**config.mk**
```make
export PLATFORM = sky130hd
export DESIGN_NAME = pipe_stage_reg
export DESIGN_NICKNAME = d
export VERILOG_FILES = /design/src/rtl/pipe_stage_reg.sv
export SDC_FILE = /design/constraint.sdc
export NUM_CORES = 1
export LEC_CHECK = 0
export BUFFER_PORTS_ARGS = -buffer_cell sky130_fd_sc_hd__buf_2
export CORE_UTILIZATION = 45
export CTS_BUF_LIST = sky130_fd_sc_hd__clkbuf_8
export CTS_CLUSTER_SIZE = 16
export DETAILED_ROUTE_END_ITERATION = 12
export HOLD_SLACK_MARGIN = 0.1
export PLACE_DENSITY_LB_ADDON = 0.08
export SLEW_MARGIN = 40
export SYNTH_ARGS = -nofsm -noshare
export SYNTH_HDL_FRONTEND = slang
export SYNTH_SLANG_ARGS = --single-unit
```
**constraint.sdc**
```tcl
create_clock -name pipe_stage_reg_clk_i -period 5.1 [get_ports pipe_stage_reg_clk_i]
set_input_delay 1.02 -clock pipe_stage_reg_clk_i [delete_from_list [all_inputs] [get_ports pipe_stage_reg_clk_i]]
set_output_delay 1.02 -clock pipe_stage_reg_clk_i [all_outputs]
set_load 0.01 [all_outputs]
```
**src/rtl/pipe_stage_reg.sv**
```systemverilog
// Elastic inter-stage register for the pipelined MIPS core: valid/ready handshake, 2-entry skid, flush.
// Optional stall/flush statistics counters are built when PIPE_STAGE_REG_STATS_EN is defined.
module pipe_stage_reg #(
  parameter int DATA_W = 32,
  parameter int NUM_DATA = 3,
  parameter int PC_W = 32,
  parameter logic [PC_W-1:0] RESET_PC = 32'h0000_3000
) (
  input  logic                       pipe_stage_reg_clk_i,
  input  logic                       pipe_stage_reg_rstn_i,
  input  logic                       pipe_stage_reg_flush_i,
  input  logic                       pipe_stage_reg_valid_i,
  output logic                       pipe_stage_reg_ready_o,
  input  logic [31:0]                pipe_stage_reg_str_i,
  input  logic [PC_W-1:0]            pipe_stage_reg_pc4_i,
  input  logic [NUM_DATA*DATA_W-1:0] pipe_stage_reg_data_i,
  output logic                       pipe_stage_reg_valid_o,
  input  logic                       pipe_stage_reg_ready_i,
  output logic [31:0]                pipe_stage_reg_str_o,
  output logic [PC_W-1:0]            pipe_stage_reg_pc4_o,
  output logic [NUM_DATA*DATA_W-1:0] pipe_stage_reg_data_o,
  output logic [1:0]                 pipe_stage_reg_occ_o
`ifdef PIPE_STAGE_REG_STATS_EN
  ,
  output logic [31:0]                pipe_stage_reg_stall_cnt_o,
  output logic [31:0]                pipe_stage_reg_flush_cnt_o
`endif
);

  localparam int DW = NUM_DATA * DATA_W;

  typedef enum logic [1:0] {EMPTY = 2'd0, BUSY = 2'd1, FULL = 2'd2} state_t;

  state_t          state;
  logic [31:0]     main_str, skid_str;
  logic [PC_W-1:0] main_pc4, skid_pc4;
  logic [DW-1:0]   main_data, skid_data;
  logic            in_fire, out_fire;

  // Handshake outputs decode registered state only, so ready never depends on ready_i.
  assign pipe_stage_reg_ready_o = (state != FULL);
  assign pipe_stage_reg_valid_o = (state != EMPTY);
  assign pipe_stage_reg_occ_o   = (state == FULL) ? 2'd2 : (state == BUSY) ? 2'd1 : 2'd0;

  assign in_fire  = pipe_stage_reg_valid_i & pipe_stage_reg_ready_o;
  assign out_fire = pipe_stage_reg_valid_o & pipe_stage_reg_ready_i;

  assign pipe_stage_reg_str_o  = main_str;
  assign pipe_stage_reg_pc4_o  = main_pc4;
  assign pipe_stage_reg_data_o = main_data;

  always_ff @(posedge pipe_stage_reg_clk_i or negedge pipe_stage_reg_rstn_i) begin
    if (!pipe_stage_reg_rstn_i) begin
      state     <= EMPTY;
      main_str  <= '0;
      main_pc4  <= RESET_PC;
      main_data <= '0;
      skid_str  <= '0;
      skid_pc4  <= RESET_PC;
      skid_data <= '0;
    end else if (pipe_stage_reg_flush_i) begin
      state     <= EMPTY;
      main_str  <= '0;
      main_pc4  <= RESET_PC;
      main_data <= '0;
      skid_str  <= '0;
      skid_pc4  <= RESET_PC;
      skid_data <= '0;
    end else begin
      case (state)
        EMPTY: begin
          if (in_fire) begin
            main_str  <= pipe_stage_reg_str_i;
            main_pc4  <= pipe_stage_reg_pc4_i;
            main_data <= pipe_stage_reg_data_i;
            state     <= BUSY;
          end
        end
        BUSY: begin
          if (in_fire && out_fire) begin
            main_str  <= pipe_stage_reg_str_i;
            main_pc4  <= pipe_stage_reg_pc4_i;
            main_data <= pipe_stage_reg_data_i;
          end else if (in_fire) begin
            skid_str  <= pipe_stage_reg_str_i;
            skid_pc4  <= pipe_stage_reg_pc4_i;
            skid_data <= pipe_stage_reg_data_i;
            state     <= FULL;
          end else if (out_fire) begin
            // Drop back to the bubble so a stale payload is never visible while empty.
            main_str  <= '0;
            main_pc4  <= RESET_PC;
            main_data <= '0;
            state     <= EMPTY;
          end
        end
        FULL: begin
          if (out_fire) begin
            main_str  <= skid_str;
            main_pc4  <= skid_pc4;
            main_data <= skid_data;
            skid_str  <= '0;
            skid_pc4  <= RESET_PC;
            skid_data <= '0;
            state     <= BUSY;
          end
        end
        default: state <= EMPTY;
      endcase
    end
  end

`ifdef PIPE_STAGE_REG_STATS_EN
  always_ff @(posedge pipe_stage_reg_clk_i or negedge pipe_stage_reg_rstn_i) begin
    if (!pipe_stage_reg_rstn_i) begin
      pipe_stage_reg_stall_cnt_o <= '0;
      pipe_stage_reg_flush_cnt_o <= '0;
    end else begin
      if (pipe_stage_reg_valid_o && !pipe_stage_reg_ready_i && (pipe_stage_reg_stall_cnt_o != 32'hFFFF_FFFF))
        pipe_stage_reg_stall_cnt_o <= pipe_stage_reg_stall_cnt_o + 32'd1;
      if (pipe_stage_reg_flush_i && (state != EMPTY) && (pipe_stage_reg_flush_cnt_o != 32'hFFFF_FFFF))
        pipe_stage_reg_flush_cnt_o <= pipe_stage_reg_flush_cnt_o + 32'd1;
    end
  end
`else
  // Statistics counters are not built in this configuration.
`endif

endmodule

```
* Word level (Yosys, flattened, before mapping)
Cells that the tools add are included.
** Word-level totals
- Word-level logic and storage cells :: 66
- Memories :: 0
- Bits in latches :: 0
- Memory bits (read-only) :: 0
- Flip-flop bits (word level) :: 322
- Output and inout bits :: 164
- Bits of input ports :: 165
- Memory bits (writable) :: 0
** Cells by class
- $add $sub $neg :: 0
- Divide/modulo/power cells :: 0
- Magnitude comparators :: 0
- Bitwise logic cells :: 2
- Equality and inequality tests :: 10
- Muxes and demuxes :: 39
- Reductions and logical operators :: 8
- $mul :: 0
- Shifts and indexed selects :: 0
** Operators by type and width (number)
- two-way mux 96 bit :: 8
- two-way mux 32 bit :: 16
- case mux 96 bit (3 select lines) :: 1
- case mux 32 bit (3 select lines) :: 2
- case mux 96 bit (2 select lines) :: 1
- case mux 32 bit (2 select lines) :: 2
- two-way mux 2 bit :: 7
- inequality test 3 bit, second input constant :: 4
- inequality test 4 x 3 -> 1 bit, second input constant :: 2
- AND reduction 4 bit :: 2
- case mux 2 bit (3 select lines) :: 1
- AND reduction 5 bit :: 1
- inequality test 4 bit, second input constant :: 1
- nonzero test 4 bit :: 1
- nonzero test 3 bit :: 1
- bitwise AND 1 bit :: 2
- equality test 2 x 1 -> 1 bit, second input constant :: 1
- equality test 2 bit, second input constant :: 1
- logical NOT 2 bit :: 1
- inequality test 2 bit, second input constant :: 1
- nonzero test 2 bit :: 1
- logical AND 1 bit :: 1
- two-way mux 1 bit :: 1

* Longest topological paths before layout
- Word-level depth :: 7
- Depth in mapped cells :: 10
- Depth with buffers taken out :: 6

* Worst setup path before layout
OpenSTA, ideal clock, no wires.
- Kind :: input to register
- Start :: in pipe_stage_reg_ready_i
- End :: reg main_data[94] (netlist: pipe_stage_reg_data_o[94])
- Data required time :: 4.977 ns
- Data arrival time :: 1.991 ns
- Cell stages on the path :: 6
- Path buffers :: 2
- Path slack :: 2.986 ns
- Path through :: nand2b_1 -> a32oi_2 -> o21ai_2 -> buf_2 -> buf_2 -> o2bb2ai_1
** Between the ends
- Cells in the longest elaborated chain, start to end :: 5
** RTL lines
- start, declared :: RTL line 18 : input logic pipe_stage_reg_ready_i,
- bitwise AND 1 bit (*) :: RTL line 46 : assign out_fire = pipe_stage_reg_valid_o & pipe_stage_reg_ready_i;
- logical AND 1 bit :: RTL line 80 : if (in_fire && out_fire) begin
- two-way mux 96 bit :: RTL line 80
- case mux 96 bit (3 select lines) :: RTL line 70 : case (state)
- two-way mux 96 bit :: RTL line 61 : end else if (pipe_stage_reg_flush_i) begin
- end signal, assigned :: RTL line 75 : main_data <= pipe_stage_reg_data_i;
- end signal, assigned :: RTL line 83 : main_data <= pipe_stage_reg_data_i;
- end signal, assigned :: RTL line 101 : main_data <= skid_data;
- end, declared :: RTL line 37 : logic [DW-1:0] main_data, skid_data;
Mark *: on every way between the ends. The rest lies on a longest branch, timed or not.
A chain may end at the register's enable or synchronous reset.

* Worst setup path in the final report
- Start :: reg state[0]
- End :: out pipe_stage_reg_occ_o[1]
** Between the ends
- Cells in the longest elaborated chain, start to end :: 2
** RTL lines
- start, declared :: RTL line 34 : state_t state;
- start signal, assigned :: RTL line 54 : state <= EMPTY;
- start signal, assigned :: RTL line 62 : state <= EMPTY;
- start signal, assigned :: RTL line 76 : state <= BUSY;
- equality test 2 bit :: RTL line 43 : assign pipe_stage_reg_occ_o = (state == FULL) ? 2'd2 : (state == BUSY) ? 2'd1 : 2'd0;
- two-way mux 2 bit :: RTL line 43
- end, declared :: RTL line 22 : output logic [1:0] pipe_stage_reg_occ_o
Every way passes these cells.

==> metrics.yaml <==
routing:
  drtIter0Drc: 758
  postRouteAntennaNets: 0
  post_drt_wl_per_cell_um: 18.8
  totalWireLength_um: 37800
  drc: 0
  vias: 10874
  first_pass_iters: 5
  viasPerCell: 5.41
yosys:
  dominantRegCellSynth: "dfrtp_1"
  synth.distinct_cells: 33
  synth_most_common_cell: "dfrtp_1"
  synth-edff-count: 0
  yosysTopAreaCell: "dfrtp_1"
  syn_nets: 1436
  synth_warnings: 0
  synthCells: 1267
  synth_top_area_frac: 0.556
  yosysSeqAreaShare: 0.563
  syn_avg_cell_area_um2: 11.3
  synth.area.top_cells: "dfrtp_1 56%, mux2i_1 11%, o2bb2ai_1 9.7%"
  yosys_register_bits: 322
  synthesis.area_um2: 14300
  ys_async_sr_fraction: 1.00
  synth_common_cells: "318 x dfrtp_1, 162 x inv_1, 160 x nand2_1, 159 x mux2i_1"
grt:
  grt_pass1_wl_um: 61300
  grt-ovfl-total: 0
  grt_pass1_vias: 10998
  grt_usage: 0.234
  antenna_found_initial: 7
  grt_max_degree: 140
setup_path:
  r2r_end: "skid_data[70]$_DFFE_PN0P_"
  cp_max_fo: 10
  critical_path_class: "flop to output port"
  r2r-start: "state[0]$_DFFE_PN0P_"
  critPathRequiredTime_ns: 4.08
  arrival_ns: 1.71
  worstRegToRegCells: 8
  critical_path.endpoint_type: "output port"
  rrSetupSlack_ns: 2.50
  critPathLaunch: "state[0]$_DFFE_PN0P_"
  cp-start-kind: "flop"
  critPathCapture: "pipe_stage_reg_occ_o[1]"
floorplanning:
  start_util: 0.463
  dieArea_um2: 32500
  die_h_um: 180
  core_um2: 30900
  io_pins: 329
  die_w_um: 180
  num_rows: 64
clock_network:
  h-tree-depth: 2
  cts.sinks: 322
  cts_tree: "built"
  clkLatencyLatePin_ns: 0.57
  cts_buffers: 54
  cts_resized: 0
  clkTransAtPathRegs_ns: 0.06
  cts_root_buf: "clkbuf_8"
  cts_setup_buffers: 0
  clockBufferDepth: 3
  hold_buffers: 0
sta:
  period_share: 0.535
  drv_slew: 0
  rsz0062_at_grt: "false"
  finalHoldViolCount: 0
  skew_ns: 0.0204
  tightest_slew_ns: 0.752
  slew_headroom: 0.499
  setup_viol: 0
  max_freq_mhz: 367
  fin_setup_tns_ns: 0
  final.setup.worst_slack_ns: 2.37
  post-route-min-period_ns: 2.73
power:
  p_per_area_nw_per_um2: 588
  total_power_mw: 10.3
  vdd_drop_max_v: 0.000509
  leakage_nw: 8.88
placement:
  gp_congestion: 0.773
  dp.cells: 1909
  hpwl_um: 22300
  io_buffer_count: 328
  dp_slack_ns: 2.21
cells_and_area:
  final_util: 0.564
  fin_cells: 2011
  fin_nets: 1739
  syn_to_final_growth_pct: 21.7
  drive_gt1_frac: 0.278
flow_run:
  drv_cap: 0
outcome:
  status: "finished, final reports clean"
min_path:
  hold_path_class: "input pin to asynchronous set/reset pin"
==> routing by layer <==
metal,track usage,share of wire,vias up
met4,0.0684,0.020,6
met3,0.0536,0.062,66
li1,-,-,5050
met1,0.333,0.47,5436
met5,0,0.00090,-
met2,0.355,0.45,316
==> cell type report <==
class / count / area [µm²]
inverter: 163 / 612
clock buffer: 72 / 991
clock inverter: 25 / 103
tap: 396 / 495
sequential: 322 / 8060
antenna: 4 / 10.0
timing repair buffer: 352 / 2000
fill: 2679 / 13500
multi-input combinational: 677 / 5150
==> kinds of logic (layout without fill, tap and decap cells) <==
logic type      count (synthesis)  after routing  share of synthesized area
simple gates                  179            179                     0.0507
fa+ha+maj                       4              4                    0.00350
flops                         322            322                      0.563
mux                           165            165                      0.116
buf+inv                       268            612                     0.0801
compound gates                329            329                      0.187
other cells                     0              4                          0
==> sequential cells by signal, indices dropped and copies added (netlist names) <==
| name | flops |
|---|---|
| skid_data | 96 |
| state | 2 |
| skid_pc4 | 32 |
| pipe_stage_reg_str_o | 32 |
| pipe_stage_reg_pc4_o | 32 |
| skid_str | 32 |
| pipe_stage_reg_data_o | 96 |
==> stage by stage <==
step | area [µm²] | hold slack (ns)
2_1_floorplan | 14300 | 0.498
5_1_grt | 17400 | 0.268
4_1_cts | 17400 | 0.487
3_3_place_gp | 16200 | 0.465
6_report | 17400 | 0.293
3_5_place_dp | 16300 | 0.468
==> power by group <==
| group | switching, mW | leakage, nW | internal, mW |
|---|---|---|---|
| Combinational | 2.33 | 4.02 | 1.55 |
| Sequential | 0.567 | 4.22 | 3.54 |
| Clock | 1.02 | 0.641 | 1.25 |
| Total | 3.92 | 8.88 | 6.34 |
==> worst min path at each step <==
stage	from	cells past startpoint	endpoint
floorplan	skid_data[0]$_DFFE_PN0P_	2	skid_data[0]$_DFFE_PN0P_
global placement	pipe_stage_reg_data_o[1]$_DFFE_PN0P_	1	pipe_stage_reg_data_o[1]$_DFFE_PN0P_
detailed placement	pipe_stage_reg_data_o[24]$_DFFE_PN0P_	1	pipe_stage_reg_data_o[24]$_DFFE_PN0P_
CTS	pipe_stage_reg_rstn_i	1	skid_pc4[10]$_DFFE_PN0P_
global route	pipe_stage_reg_rstn_i	1	skid_pc4[10]$_DFFE_PN0P_
finish	pipe_stage_reg_rstn_i	1	skid_pc4[10]$_DFFE_PN0P_
==> critical path, cell delays in order (launching register included) <==
cell,delay [ns]
dfrtp_1,0.40
inv_1,0.11
ha_1,0.41
buf_2,0.21
==> placed cells by master (no fill, tap or decap), types with 2 or more instances in the layout <==
master / synthesis / final
o21ai_4: 0 / 2
or3_1: 2 / 2
diode_2: 0 / 4
a22oi_1: 158 / 158
ha_1: 4 / 4
mux2_2: 4 / 4
mux2i_1: 159 / 159
o2bb2ai_1: 158 / 158
buf_12: 0 / 10
a21oi_1: 4 / 3
dfstp_2: 4 / 4
mux2_1: 2 / 2
nor2b_1: 2 / 2
inv_1: 162 / 180
buf_4: 2 / 9
nand2_1: 160 / 160
nand2b_1: 5 / 5
buf_2: 41 / 327
clkbuf_8: 0 / 72
clkinv_2: 0 / 7
nor2_1: 5 / 4
a32oi_1: 2 / 2
dfrtp_1: 318 / 318
buf_8: 0 / 4
No activity file was read; power rests on OpenSTA's default activity.
